--- src/rtl/axis_packetizer_flush.sv ---
// axis_packetizer_flush: skid-buffered AXI-Stream packetizer with beat-count tlast and idle-timeout flush.
// Define AXIS_PACKETIZER_STATS_EN to add saturating pkt_count/flush_count outputs.
module axis_packetizer_flush #(
    parameter int DATA_WIDTH        = 32,
    parameter int TDATA_WIDTH_BYTES = 8,
    parameter int PKT_SIZE          = 8,
    parameter int TIMEOUT_CYCLES    = 10,
    parameter int PAD_MODE          = 0
) (
    input  logic                              clk,
    input  logic                              arstn,
    input  logic [$clog2(PKT_SIZE+1)-1:0]     cfg_pkt_size,
    input  logic                              s_tvalid,
    output logic                              s_tready,
    input  logic [DATA_WIDTH-1:0]             s_tdata,
    output logic                              m_tvalid,
    input  logic                              m_tready,
    output logic [8*TDATA_WIDTH_BYTES-1:0]    m_tdata,
    output logic                              m_tlast,
    output logic [TDATA_WIDTH_BYTES-1:0]      m_tkeep
`ifdef AXIS_PACKETIZER_STATS_EN
    ,
    output logic [31:0]                       pkt_count,
    output logic [31:0]                       flush_count
`endif
);
    localparam int TW   = 8*TDATA_WIDTH_BYTES;
    localparam int CW   = $clog2(PKT_SIZE+1);
    localparam int IW   = $clog2(TIMEOUT_CYCLES+1);
    localparam int PADW = TW-DATA_WIDTH-1;

    if (TW < DATA_WIDTH+1) begin : g_width_check
        $error("m_tdata too narrow for flag plus payload");
    end
    if (PKT_SIZE < 1 || TIMEOUT_CYCLES < 1) begin : g_param_check
        $error("PKT_SIZE and TIMEOUT_CYCLES must be at least 1");
    end

    typedef enum logic [1:0] {IDLE, FILL, FLUSH} state_t;

    state_t                state;
    logic                  run, skid_v;
    logic [DATA_WIDTH-1:0] skid_d, src_d;
    logic [CW-1:0]         beat_cnt, size_q, size_eff, cfg_eff;
    logic [IW-1:0]         idle_cnt;
    logic                  acc, out_free, load_real, load_fill, last, idle, tmo;

    function automatic logic [TW-1:0] fmt(input logic [DATA_WIDTH-1:0] d);
        return TW'({1'b1, d}) << PADW;
    endfunction

    assign m_tkeep   = '1;
    assign s_tready  = run && !skid_v && state != FLUSH;
    assign acc       = s_tvalid && s_tready;
    assign out_free  = !m_tvalid || m_tready;
    assign src_d     = skid_v ? skid_d : s_tdata;
    assign load_real = out_free && (skid_v || acc);
    assign load_fill = out_free && state == FLUSH && !(m_tvalid && m_tlast);
    assign cfg_eff   = (cfg_pkt_size == '0 || cfg_pkt_size > CW'(PKT_SIZE)) ? CW'(PKT_SIZE) : cfg_pkt_size;
    assign size_eff  = beat_cnt == '0 ? cfg_eff : size_q;
    // beat_cnt advances when a beat enters the output register, so tlast is registered with its beat
    assign last      = (PAD_MODE == 0 && load_fill) || beat_cnt == size_eff - CW'(1);
    assign idle      = !m_tvalid && !skid_v && !s_tvalid;
    // leave FILL one cycle early so input is already stalled when the filler is loaded
    assign tmo       = state == FILL && idle && idle_cnt == IW'(TIMEOUT_CYCLES-1);

    always_ff @(posedge clk or negedge arstn) begin
        if (!arstn) begin
            state    <= IDLE;
            run      <= 1'b0;
            skid_v   <= 1'b0;
            skid_d   <= '0;
            beat_cnt <= '0;
            size_q   <= '0;
            idle_cnt <= '0;
            m_tvalid <= 1'b0;
            m_tdata  <= '0;
            m_tlast  <= 1'b0;
        end else begin
            run <= 1'b1;
            if (out_free) begin
                m_tvalid <= load_real || load_fill;
                m_tdata  <= load_real ? fmt(src_d) : '0;
                m_tlast  <= (load_real || load_fill) && last;
            end
            if (load_real || load_fill) begin
                beat_cnt <= last ? '0 : beat_cnt + CW'(1);
                if (beat_cnt == '0) size_q <= cfg_eff;
            end
            if (acc && !out_free) begin
                skid_v <= 1'b1;
                skid_d <= s_tdata;
            end else if (out_free) begin
                skid_v <= 1'b0;
            end
            if (tmo) state <= FLUSH;
            else if (state == FLUSH && m_tvalid && m_tready && m_tlast) state <= IDLE;
            else if (load_real) state <= last ? IDLE : FILL;
            idle_cnt <= (state == FILL && idle && !tmo) ? idle_cnt + IW'(1) : '0;
        end
    end

`ifdef AXIS_PACKETIZER_STATS_EN
    always_ff @(posedge clk or negedge arstn) begin
        if (!arstn) begin
            pkt_count   <= '0;
            flush_count <= '0;
        end else begin
            if (m_tvalid && m_tready && m_tlast && pkt_count != '1) pkt_count <= pkt_count + 32'd1;
            if (tmo && flush_count != '1) flush_count <= flush_count + 32'd1;
        end
    end
`endif
endmodule

--- config.mk ---
export PLATFORM = sky130hd
export DESIGN_NAME = axis_packetizer_flush
export DESIGN_NICKNAME = d
export VERILOG_FILES = /design/src/rtl/axis_packetizer_flush.sv
export SDC_FILE = /design/constraint.sdc
export NUM_CORES = 1
export LEC_CHECK = 0
export CAP_MARGIN = 20
export CORE_ASPECT_RATIO = 1.25
export CORE_MARGIN = 5
export CORE_UTILIZATION = 48
export DETAILED_ROUTE_END_ITERATION = 10
export PLACE_DENSITY = 0.8
export REMOVE_ABC_BUFFERS = 1
export SYNTH_ARGS = -nofsm -noshare
export SYNTH_HDL_FRONTEND = slang
export SYNTH_SLANG_ARGS = --single-unit
--- constraint.sdc ---
create_clock -name clk -period 3.4 [get_ports clk]
set_clock_uncertainty 0.2 [all_clocks]
set_input_delay 0.34 -clock clk [delete_from_list [all_inputs] [get_ports clk]]
set_output_delay 0.34 -clock clk [all_outputs]
set_load 0.01 [all_outputs]
# Word level (Yosys, flattened, before mapping)
# Index checks and enable logic that the tools add are counted.
# op_classes
muxes,12
add_sub_neg,3
magnitude_cmp,1
n_reduce_logical,32
n_eq_ne,5
# ops
operator,n
2-to-1 mux 64 bit,1
2-to-1 mux 32 bit,1
logical AND 1 bit,17
2-to-1 mux 4 bit,4
adder 4 x 1 -> 4 bit (second input constant),2
zero test 4 bit,2
zero test 1 bit,6
2-to-1 mux 2 bit,3
logical OR 1 bit,5
equality test 4 bit,1
equality test 4 bit (second input constant),1
greater-than comparator 4 bit (second input constant),1
subtractor 4 x 1 -> 4 bit (second input constant),1
2-to-1 mux 1 bit,3
nonzero test 3 bit,1
equality test 2 x 1 -> 1 bit (second input constant),1
equality test 2 bit (second input constant),1
!= test 2 bit (second input constant),1
nonzero test 2 bit,1
# word_totals
inputBits,40
word_cells,63
reg_bits,114

# Logic depth before layout (Yosys ltp)
# Gate-level depths: netlist of the first run.
# depth
depth_word,11
depth_mapped,10

# Least setup slack after synthesis of the first run
# No wires, ideal clock.
# synth_path
path_kind,reg2reg
from,reg beat_cnt[0]
to,reg beat_cnt[2]
path_stages_with_launch,11
synth_period_minus_slack_ns,2.601
path_buffers,0
slack_ns,0.799
setup_ns,0.148
required_ns,3.052
arrival_ns,2.253
path_cell_list,dfrtp_1 inv_1 ha_1 or3b_4 nor3b_1 a21oi_1 ha_1 xor2_1 xnor2_1 nor4_2 a211oi_1
# synth_between
elab_chain_len,6
elab_cells_between_ends,7
cone_classes,add/sub (2); eq/ne (1); mux (2); reduce/logical (2)
# synth_lines
item,line_no,rtl
from (decl),44,"logic [CW-1:0] beat_cnt, size_q, size_eff, cfg_eff;"
from (signal assigned),87,beat_cnt <= last ? '0 : beat_cnt + CW'(1);
zero test 4 bit,60,assign size_eff = beat_cnt == '0 ? cfg_eff : size_q;
2-to-1 mux 4 bit,60,
subtractor 4 x 1 -> 4 bit,62,assign last = (PAD_MODE == 0 && load_fill) || beat_cnt == size_eff - CW'(1);
equality test 4 bit,62,
logical OR 1 bit,62,
2-to-1 mux 4 bit *,87,
# Every way passes the cells marked *; elsewhere a longest branch is shown, timed or not.
# A chain may end at the register's enable or synchronous reset.

# Final worst setup path of the first run
# Ends and elaborated chain as after synthesis.

==> impl.org, run 1 <==
** Timing
- Max-slew violation count :: 0
- Setup violations remaining at the end of the flow were counted as 0.
- Measured against its own limit, the worst slew margin works out to 0.6098.
- At the pin with the least slew margin, the transition time is 585.3 ps.
- Setup repair after global routing left no endpoint under its margin.
- Static timing analysis puts the maximum clock frequency at ~350 MHz.
- Of the available clock period, the critical path in the final layout requires 0.8303.
- Fin. Hold Viols :: 0
- Final hold analysis gives a worst-case slack of 210.3 ps.
- Crit path time final :: 2823 ps
- Setup slack closes at just under 600 ps.
- Setup TNS Final :: 0 ps

** Worst setup path
- Critical Path Sink Type :: flop
- Most repeated library cell on the critical path :: sky130_fd_sc_hd__ha_1
- Type of the setup path with the least slack :: reg -> reg
- The worst setup path is launched from a flop.
- Of all nets on the critical path, the largest fanout is 5.
- List of cells traversed by the critical path :: inv_1, ha_1, or3b_4, nor3b_1, a21oi_1, ha_1, xor2_1, xnor2_1, nor4_2, a211oi_1
- The largest single stage delay on the critical path is 430 ps.
- Data on the critical path arrives at its endpoint at 2840 ps.
- In this design, the largest share of critical-path delay is due to simple AND/OR/NAND/NOR gates.
- Required time of the critical path :: 3410 ps
- The number of buffers and inverters on the critical path is 1.
- For this design, the slowest cell found on the critical path is sky130_fd_sc_hd__dfrtp_1.

** Placed design
- Cell count after placement :: 520
- Half-perimeter wire length after placement :: 5.675 mm
- Routability-driven placement finished with a final weighted congestion of 0.7871.
- Before CTS, the worst setup slack after placement is 610.1 ps.
- Number of input and output port buffers inserted :: 75

** Cells and area
- Count of nets after finishing :: 481
- The finished layout holds ~540 standard cells, fillers aside.
- Sequential cell area in the final layout :: 2078 um^2
- Commonest cells after routing, fill and taps aside :: 82 x sky130_fd_sc_hd__dfrtp_1, 74 x sky130_fd_sc_hd__clkdlybuf4s50_1, 40 x sky130_fd_sc_hd__conb_1, 38 x sky130_fd_sc_hd__nand2_1, 33 x sky130_fd_sc_hd__mux2i_1
- The layout has approximately 670 filler cells.
- Most common library cell in the layout ignoring fill and taps :: sky130_fd_sc_hd__dfrtp_1
- The number of antenna diodes in the final layout is 0.
- Fraction of layout cells with a size suffix above 1 :: 0.07483
- Synthesis-to-layout area growth :: 22.38%
- Combined area of the multi-input logic cells :: 1803 um^2

** Global routing
- Largest net degree at the start of global routing :: 84
- The initial antenna violation count is 0.
- Wire length of the first global-routing pass :: approximately 13 mm
- The number of global-route vias before repair came to approximately 2800.
- Sum of overflow across all layers after global routing :: 0
- Across every metal layer, demand over resource in global routing totals 0.1599.

** CTS
- H-Tree Level Count :: 3
- The clock passes through at most 2 buffers.
- Number of clock buffers inserted by TritonCTS :: 9
- Clock tree root buffer cell :: sky130_fd_sc_hd__clkbuf_8
- Clock tree from TritonCTS :: yes
- Post-cts gate resize count :: 0
- Source-to-sink clock delay at the later pin of the worst-skew pair :: 360 ps
- CTS saw 83 sinks.
- Clock-pin slew was measured on the worst setup and hold paths at roughly 80 ps.

** Logic synthesis
- Synthesis inferred 83 register bits.
- Seq/Total Area, Yosys :: 0.5049
- The netlist uses 42 different library cells.
- Counting flops with a built-in enable in the synthesized netlist gives 0.
- Synthesis produced a netlist whose cell count is 364.
- In the synthesized netlist the dominant register cell turns out to be sky130_fd_sc_hd__dfrtp_1.
- Yosys warning total :: 0
- The average instance in the mapped netlist occupies 11.30 um^2.
- Synthesized cell area :: 4114 um^2
- Share of flip-flops with an asynchronous set or reset :: 1.000

** Floorplanning
- Die height :: 113.5 um
- Width of the chip :: 92.81 um
- Initial core utilization :: 0.4965
- Core outline area :: 8287 um^2
- For this design the top-level I/O count stands at 115.
- The die covers between 10000 and 15000 um^2.
- The floorplan has 37 rows.

** Outcome
- The flow ran to the end, and the final reports show no timing, DRC or antenna violations.

** Pwr
- Leak :: between 2 and 2.5 nW
- Ratio of total power to cell area :: 562.2 nW/um^2
- Worst vdd ir :: 0.3545 mV

** Route
- DRC violation count after routing :: 0
- Via count :: ~2800
- Length of the first detailed-routing pass in iterations :: 5
- Sum of routed wire length over all layers :: 8.295 mm
- Via-to-Cell Ratio :: 5.212
- Number of nets still failing antenna checks after routing :: 0
- Routed length per placed instance :: between 15 and 20 um
- In this run, the number of DRC markers left after iteration 0 of detailed routing was 117.

** Run
- Max-cap violations :: 0

** Worst hold path
- Classification of the worst-slack hold path :: in -> async
-- stage by stage --
step / area (um^2) / total power, mW / utilization
6_report: 5035 / 2.831 / 0.6076
5_1_grt: 5035 / 3.009 / 0.6076
4_1_cts: 5007 / 2.860 / 0.6043
3_5_place_dp: 4803 / 2.151 / 0.5796
3_3_place_gp: 4803 / 2.110 / 0.5796
2_1_floorplan: 3871 / 1.862 / -
-- power breakdown --
part	leakage, nW	total, mW	switching, mW	internal [mW]
registers	1.05	1.33	0.145	1.19
clock network	0.0991	0.695	0.339	0.356
logic	0.969	0.802	0.388	0.414
total	2.12	2.83	0.872	1.96
-- routing by layer --
layer	vias up	track usage	wire (um)
met5	-	0	0
met4	0	0.05670	114
met3	8	0.05343	539
met2	93	0.2614	4093
met1	1354	0.1977	3548
li1	1349	-	-
-- area by class of cell --
| class | instances | share of cell area |
|---|---|---|
| clock buffers | 11 | 0.02808 |
| multi-input cells | 256 | 0.3581 |
| well taps | 97 | 0.02411 |
| flip-flops and latches | 83 | 0.4128 |
| clock inverters | 5 | 0.01044 |
| inverters | 4 | 0.002982 |
| repair buffers | 82 | 0.1635 |
-- registers in the layout, indices dropped and copies added, names as in the netlist --
signal and count:
skid_v 1, beat_cnt 4, size_q 4, run 1, m_tdata 33, m_tlast 1, m_tvalid 1, idle_cnt 4
skid_d 32, state 2
-- cell usage after synthesis, types with 2 or more instances --
cell | instances | area share
sky130_fd_sc_hd__a211oi_1 | 3 | 0.0055
sky130_fd_sc_hd__a21oi_1 | 10 | 0.012
sky130_fd_sc_hd__a31oi_1 | 2 | 0.0030
sky130_fd_sc_hd__buf_1 | 2 | 0.0018
sky130_fd_sc_hd__buf_2 | 5 | 0.0061
sky130_fd_sc_hd__buf_4 | 42 | 0.077
sky130_fd_sc_hd__clkbuf_1 | 10 | 0.0091
sky130_fd_sc_hd__conb_1 | 2 | 0.0018
sky130_fd_sc_hd__dfrtp_1 | 83 | 0.50
sky130_fd_sc_hd__ha_1 | 5 | 0.015
sky130_fd_sc_hd__inv_1 | 4 | 0.0036
sky130_fd_sc_hd__mux2_1 | 31 | 0.085
sky130_fd_sc_hd__mux2_2 | 2 | 0.0055
sky130_fd_sc_hd__mux2i_1 | 33 | 0.080
sky130_fd_sc_hd__nand2_1 | 38 | 0.035
sky130_fd_sc_hd__nand2b_1 | 5 | 0.0076
sky130_fd_sc_hd__nand3_1 | 5 | 0.0061
sky130_fd_sc_hd__nand3b_1 | 2 | 0.0036
sky130_fd_sc_hd__nor2_1 | 13 | 0.012
sky130_fd_sc_hd__nor3_1 | 4 | 0.0049
sky130_fd_sc_hd__nor3b_1 | 2 | 0.0036
sky130_fd_sc_hd__o21ai_0 | 3 | 0.0036
sky130_fd_sc_hd__o31ai_1 | 32 | 0.058
sky130_fd_sc_hd__xnor2_1 | 7 | 0.015
sky130_fd_sc_hd__xor2_1 | 2 | 0.0043
-- repair_timing --
action,in CTS,in global routing
setup buffers,0,0
hold endpoints to repair,64,0
hold buffers,1,0
setup endpoints to repair,0,0
-- final timing paths --
check | start | slack, ps | cells after the start | to
setup / recovery | beat_cnt[0] | 580 | 10 | beat_cnt[2]
max in group asynchronous | arstn | 2180 | 3 | skid_v
hold / removal | arstn | 210 | 2 | m_tdata[53]
min in group clk | m_tdata[41] | 280 | 2 | m_tdata[41]
hold reg to reg | m_tdata[41] | 280 | 2 | m_tdata[41]
setup reg to reg | beat_cnt[0] | 580 | 10 | beat_cnt[2]
-- kinds of logic (layout without fill, tap and decap cells) --
kind of cell             Yosys count  after routing  share of synthesized area
adder cells (fa/ha/maj)            5              5                    0.01521
AO/OA/AOI/OAI                     56             56                    0.09428
other                              2             40                   0.001825
flip-flops                        83             83                     0.5049
XOR/XNOR                           9              9                    0.01916
buffers and inverters             63            102                    0.09732
multiplexers                      66             66                     0.1706
AND/OR/NAND/NOR                   80             80                    0.09672
Note: power is estimated with default switching activity, not from simulation.
==> run 2: changes to the inputs <==
clock period = 2.9 ns   (was 3.4 ns; I/O delays follow)
==> impl.org, run 2 (synthesis gave the netlist of run 1 again) <==
** Cells and area
- In the layout the commonest cells are 82 x sky130_fd_sc_hd__dfrtp_1, 74 x sky130_fd_sc_hd__clkdlybuf4s50_1, 40 x sky130_fd_sc_hd__conb_1, 38 x sky130_fd_sc_hd__nand2_1, 33 x sky130_fd_sc_hd__mux2i_1.
- The number of antenna diodes in the final layout is 0.
- More flip-flops sit in one register than any other, and that register is m_tdata.
- In the final layout, the share of cells above drive strength 1 is 0.08352.
- Largest registers ranked by flip-flop count :: m_tdata: 33 flops, skid_d: 32 flops
- Max FFs per register :: 33
- Synthesis-to-layout area growth :: 22.63%
- Leaving out fill and tap cells, the most frequent cell in the layout is sky130_fd_sc_hd__dfrtp_1.
- Count of nets after finishing :: slightly below 500

** CTS
- No sink is reached through more buffers than the 2 on the longest clock path.
- Clock transition time at the flip-flop clock pins of the worst setup and hold paths :: 80 ps
- H-Tree Level Count :: 3
- TritonCTS built the clock tree.
- Source-to-sink clock delay at the later pin of the worst-skew pair :: 360 ps
- TritonCTS created 9 clock buffers.
- Clock tree root buffer cell :: sky130_fd_sc_hd__clkbuf_8
- Clock net sink count :: 83

** Route
- Sum of routed wire length over all layers :: 8.478 mm
- Number of nets still failing antenna checks after routing :: 0
- DRC violation count after routing :: 0
- Routed length per placed instance :: 15.70 um
- Via count :: between 2000 and 3000
- The first TritonRoute pass finished after 4 iterations.
- The first routing iteration left 65 violations.
- Via-to-Cell Ratio :: just over 5

** Timing
- Portion of the clock cycle consumed by the worst path in the final layout :: 0.9600
- Setup TNS Final :: 0 ps
- The number of hold violations in the final report is 0.
- Final count of negative-setup-slack endpoints :: 0
- Setup repair after global routing left no endpoint under its margin.
- For the pin with the worst max-slew slack, the measured transition is 550.9 ps.
- Slew margin rel. :: 0.6314
- Crit path time final :: 2784 ps
- Maximum clock frequency :: 359.2 MHz
- The number of pins exceeding their max-slew limit in the final report was 0.

** Pwr
- For this design the ratio of total power to cell area is 667.6 nW/um^2.
- Summed over all cells, the static leakage comes to 2.120 nW.
- The completed layout was analyzed and its total power is approximately 3.4 mW.
- The worst-case IR drop observed on VDD is around 0.52 mV.

** Worst setup path
- Critical-path top delay cell :: sky130_fd_sc_hd__dfrtp_1
- For the worst setup path, the data required time is 2910 ps.
- Maximum fanout along the worst path :: 5
- Maximum cell stage delay along the critical path :: around 450 ps
- Reg2Reg Setup Slack :: 120 ps
- Critical path startpoint category :: flop
- The critical path is of the reg -> reg type.
- STA puts the critical path data arrival time at 2790 ps.
- Critical Path Sink Type :: flop
- Traced cell by cell, the critical path runs through inv_2, ha_2, or3b_4, nor3b_1, a21oi_1, ha_1, xnor2_1, nor4_2, a211oi_1.

** Placed design
- The wire-length estimate of the detail-placed layout is 5.897 mm.
- Routability-driven placement finished with a final weighted congestion of ~0.79.
- Number of input and output port buffers inserted :: 75

** Global routing
- The number of global-route vias before repair is 2875.
- The total overflow left after global routing is 0.
- The first global-routing pass estimated roughly 14 mm of wire.
- Across every metal layer, demand over resource in global routing totals 0.1647.
- Number of antenna violations at the first check in global routing :: 0
- Largest net degree at the start of global routing :: 84

** Floorplanning
- Die height :: 113.5 um
- The total area inside the core boundary comes to between 8000 and 9000 um^2.
- The die covers 10530 um^2.
- I/O pin count :: 115
- Width of the chip :: 92.81 um
- The initial utilization of the core area, before any placement, comes to 0.4965.
- Site Rows :: 37

** Run
- Max-cap violations :: 0

** Outcome
- The flow ran to the end, and the final reports show no timing, DRC or antenna violations.

** Worst hold path
- Classification of the worst-slack hold path :: in -> async
-- run 2: path summary, 6_finish.rpt --
check / to / depth (start not counted) / start
max in group asynchronous: skid_v / 3 / arstn
hold / removal: m_tdata[48] / 2 / arstn
min in group clk: m_tdata[35] / 2 / m_tdata[35]
hold reg to reg: m_tdata[35] / 2 / m_tdata[35]
setup / recovery: beat_cnt[2] / 9 / beat_cnt[0]
setup reg to reg: beat_cnt[2] / 9 / beat_cnt[0]
-- run 2: area by class of cell --
cell class	count	area, um^2
Clock inverter	5	52.55
Clock buffer	11	141.4
Timing Repair Buffer	84	830.8
Multi-Input combinational cell	256	1805
Sequential cell	83	2078
Fill cell	678	3242
Tap cell	97	121.4
Inverter	4	15.01
-- run 2: repair_timing --
| action | 4_1_cts | 5_1_grt |
|---|---|---|
| hold buffers | 1 | 0 |
| hold endpoints to repair | 83 | 0 |
| buffers inserted | 0 | 1 |
| gates resized for setup | 0 | 2 |
| setup endpoints to repair | 0 | 4 |
-- run 2: critical path: cells and delay by family (launching register included) --
kind,cells,cell delay [ps]
AOI/OAI and AO/OA,2,230
xor gates and xnor gates,1,170
adders and majority gates,2,480
buffers and inverters,1,100
DFF,1,450
and+or+nand+nor,3,1000
-- run 2: layer usage --
| layer | up-vias | global-route usage | part of all wire |
|---|---|---|---|
| met2 | 81 | 0.2715 | 0.50 |
| met5 | - | 0 | 0 |
| met4 | 0 | 0.09189 | 0.025 |
| met3 | 20 | 0.03628 | 0.053 |
| met1 | 1339 | 0.1992 | 0.42 |
| li1 | 1342 | - | - |
-- run 2: through the flow --
| step | instance area, um^2 | util | setup WS, ps | cells | hold WS [ps] |
|---|---|---|---|---|---|
| after floorplan | 3871 | - | -1727 | 343 | -205.6 |
| after global placement | 4811 | 0.5806 | 163.9 | 521 | 258.2 |
| after detailed placement | 4811 | 0.5806 | 51.99 | 521 | 266.0 |
| after CTS | 5015 | 0.6052 | 27.82 | 538 | 283.1 |
| after global routing | 5045 | 0.6088 | 15.63 | 540 | 280.0 |
| final | 5045 | 0.6088 | 116.1 | 540 | 242.9 |
-- run 2: power by group --
part,switching [mW],total (mW),internal (mW)
registers,0.182,1.58,1.39
logic,0.474,0.971,0.497
clock network,0.404,0.821,0.417
==> run 3: changes to the inputs <==
CORE_MARGIN = 10   (was 5)
==> impl.org, run 3 (synthesis gave the netlist of run 1 again) <==
** Route
- In the detailed route, the total length drawn on met2 is 4.743 mm.
- Top routing layer used :: met4
- Routed length per placed instance :: 16.79 um
- The detailed router put a total of ~3.5 mm of wire on met1.
- Via count :: 2837
- In the routed design, unresolved DRC markers number 0.
- For this block, the initial DRC count from the detailed router was around 130.
- Detailed routing placed a total of a little over 700 um of wire on met3.
- The final layout contains routed wiring with a total length of 9.101 mm.
- The first TritonRoute pass finished after 4 iterations.
- The detail route stage leaves a number of antenna-violating nets equal to 0.
- Using the TritonRoute via totals, the vias-per-cell ratio works out to approximately 5.2.

** CTS
- The clock passes through at most 2 buffers.
- Clock tree root buffer cell :: sky130_fd_sc_hd__clkbuf_8
- Clock transition time at the flip-flop clock pins of the worst setup and hold paths :: 90 ps
- H-Tree Level Count :: 3
- Clock net sink count :: just over 80
- TritonCTS built the clock tree.
- Number of clock buffers inserted by TritonCTS :: 9
- At the later pin of the worst-skew pair, clock insertion delay measures 350 ps.

** Cells and area
- Largest registers ranked by flip-flop count :: m_tdata: 33 flops, skid_d: 32 flops
- Count of nets after finishing :: 485
- Antenna diodes :: 0
- Across the whole layout, storage elements account for around 2100 um^2.
- The filler cells instantiated in the layout total around 680.
- The top cell types in the final layout, fill and taps aside, are 82 x sky130_fd_sc_hd__dfrtp_1, 74 x sky130_fd_sc_hd__clkdlybuf4s50_1, 40 x sky130_fd_sc_hd__conb_1, 38 x sky130_fd_sc_hd__nand2_1, 33 x sky130_fd_sc_hd__mux2i_1.
- Area of all placed cells without fillers :: 5096 um^2
- Max FFs per register :: 33
- Synthesis-to-layout area growth :: 23.87%
- Ranked by flip-flop count, first place goes to m_tdata.
- In the final layout, the share of cells above drive strength 1 is 0.09213.
- Leaving out fill and tap cells, the most frequent cell in the layout is sky130_fd_sc_hd__dfrtp_1.
- Combined area of the multi-input logic cells :: approximately 1800 um^2

** Placed design
- Number of input and output port buffers inserted :: 75
- Summing all placed instances gives a cell area of a little under 5000 um^2.
- After legalization and detailed placement, the total HPWL measured 6.588 mm.
- Final RePlAce weighted congestion :: ~0.9

** Floorplanning
- The core region is 8287 um^2.
- Die ar. :: 12700 um^2
- Die height :: 123.5 um
- Initial core utilization :: 0.4965
- Site Rows :: 37
- Width of the chip :: a little over 100 um
- I/O pin count :: 115

** Timing
- The number of pins exceeding their max-slew limit in the final report was 0.
- Portion of the clock cycle consumed by the worst path in the final layout :: 0.9759
- At the pin with the least slew margin, the transition time is 552.7 ps.
- Setup violations remaining at the end of the flow were counted as 0.
- Timing would allow up to around 350 MHz.
- Subtracting the final worst setup slack from the clock period gives 2830 ps.
- Slew margin rel. :: 0.6301
- Fin. Hold Viols :: 0

** Outcome
- The run finished with clean final reports.

** Worst setup path
- At the worst endpoint, the required time is 2930 ps.
- Type of the setup path with the least slack :: reg -> reg
- Critical Path Sink Type :: flop
- Data arrives at the worst endpoint at between 2000 and 3000 ps.
- In this run the worst path has a maximum fanout of 5.
- The worst setup path is launched from a flop.

** Global routing
- Entering global routing, the biggest net connects 41 pins.
- The initial antenna violation count was 0.
- GR Util All Layers :: 0.1405
- The number of global-route vias before repair was 2952.
- Wire length of the first global-routing pass :: between 10 and 15 mm
- Global routing finished with a remaining overflow of 0.

** Run
- Max-cap violations :: 0

** Pwr
- Worst vdd ir :: between 0.5 and 0.6 mV
- In this run the static leakage power is 2.138 nW.
- Overall power :: 3.460 mW
- Dividing total power by cell area gives a power density of a little under 700 nW/um^2.

** Worst hold path
- The worst hold path belongs to the class in -> async.
==> run 3: changes by cell type in the layout (fill, tap and decap cells not counted), sizes merged <==
cell	previous run	this run
buf	9	11
bufinv	1	2
clkbuf	11	10
==> run 3: area by class of cell <==
| type | instances | area share |
|---|---|---|
| inverters | 4 | 0.002946 |
| well taps | 97 | 0.02382 |
| repair buffers | 86 | 0.1660 |
| multi-input cells | 256 | 0.3567 |
| clock buffers | 10 | 0.02504 |
| flip-flops and latches | 83 | 0.4078 |
| clock inverters | 6 | 0.01768 |
==> run 3: final timing paths <==
check	start	end	slack, ps	depth (start not counted)
setup / recovery	beat_cnt[0]	m_tlast	70	11
hold reg to reg	m_tdata[55]	m_tdata[55]	280	2
hold / removal	arstn	m_tdata[37]	200	2
max in group asynchronous	arstn	skid_d[29]	1520	3
min in group clk	m_tdata[55]	m_tdata[55]	280	2
setup reg to reg	beat_cnt[0]	m_tlast	70	11
==> run 3: power by group <==
part / internal (mW) / switching (mW) / leakage (nW) / total (mW)
registers: 1.39 / 0.175 / 1.05 / 1.57
clock network: 0.487 / 0.409 / 0.106 / 0.896
logic: 0.511 / 0.485 / 0.984 / 0.996
==> run 3: critical path, stage by stage, from the launching register on <==
cell                      delay (ps)
sky130_fd_sc_hd__dfrtp_1         440
sky130_fd_sc_hd__inv_2            90
sky130_fd_sc_hd__ha_2            190
sky130_fd_sc_hd__or3b_4          420
sky130_fd_sc_hd__nor3b_2         160
sky130_fd_sc_hd__a21oi_1          70
sky130_fd_sc_hd__ha_1            200
sky130_fd_sc_hd__xor2_1          150
sky130_fd_sc_hd__xnor2_1         270
sky130_fd_sc_hd__nor4_2           60
sky130_fd_sc_hd__buf_4           160
sky130_fd_sc_hd__a221o_1         300
==> run 3: repair_timing <==
| item | 4_1_cts | 5_1_grt |
|---|---|---|
| gates resized for setup | 0 | 5 |
| hold buffers | 1 | 0 |
| setup buffers | 0 | 1 |
| endpoints found under the hold margin | 28 | 0 |
| setup endpoints to repair | 0 | 5 |
==> run 3: metrics by stage <==
step	hold WS, ps	worst slack (ps)	utilization	TNS, ps	instances
3_3_place_gp	33.41	162.3	0.5848	0	524
5_1_grt	224.5	-27.19	0.6150	-27.19	542
4_1_cts	201.9	84.03	0.6123	0	541
6_report	199.2	69.85	0.6150	0	542
2_1_floorplan	-205.6	-1727	-	-85120	343
3_5_place_dp	36.94	93.21	0.5848	0	524
==> run 3: layer usage <==
layer  global-route usage  up-vias
met5                    0        -
met4              0.04007        0
met3              0.04241       11
met2               0.2509       87
met1               0.1577     1396
li1                     -     1343
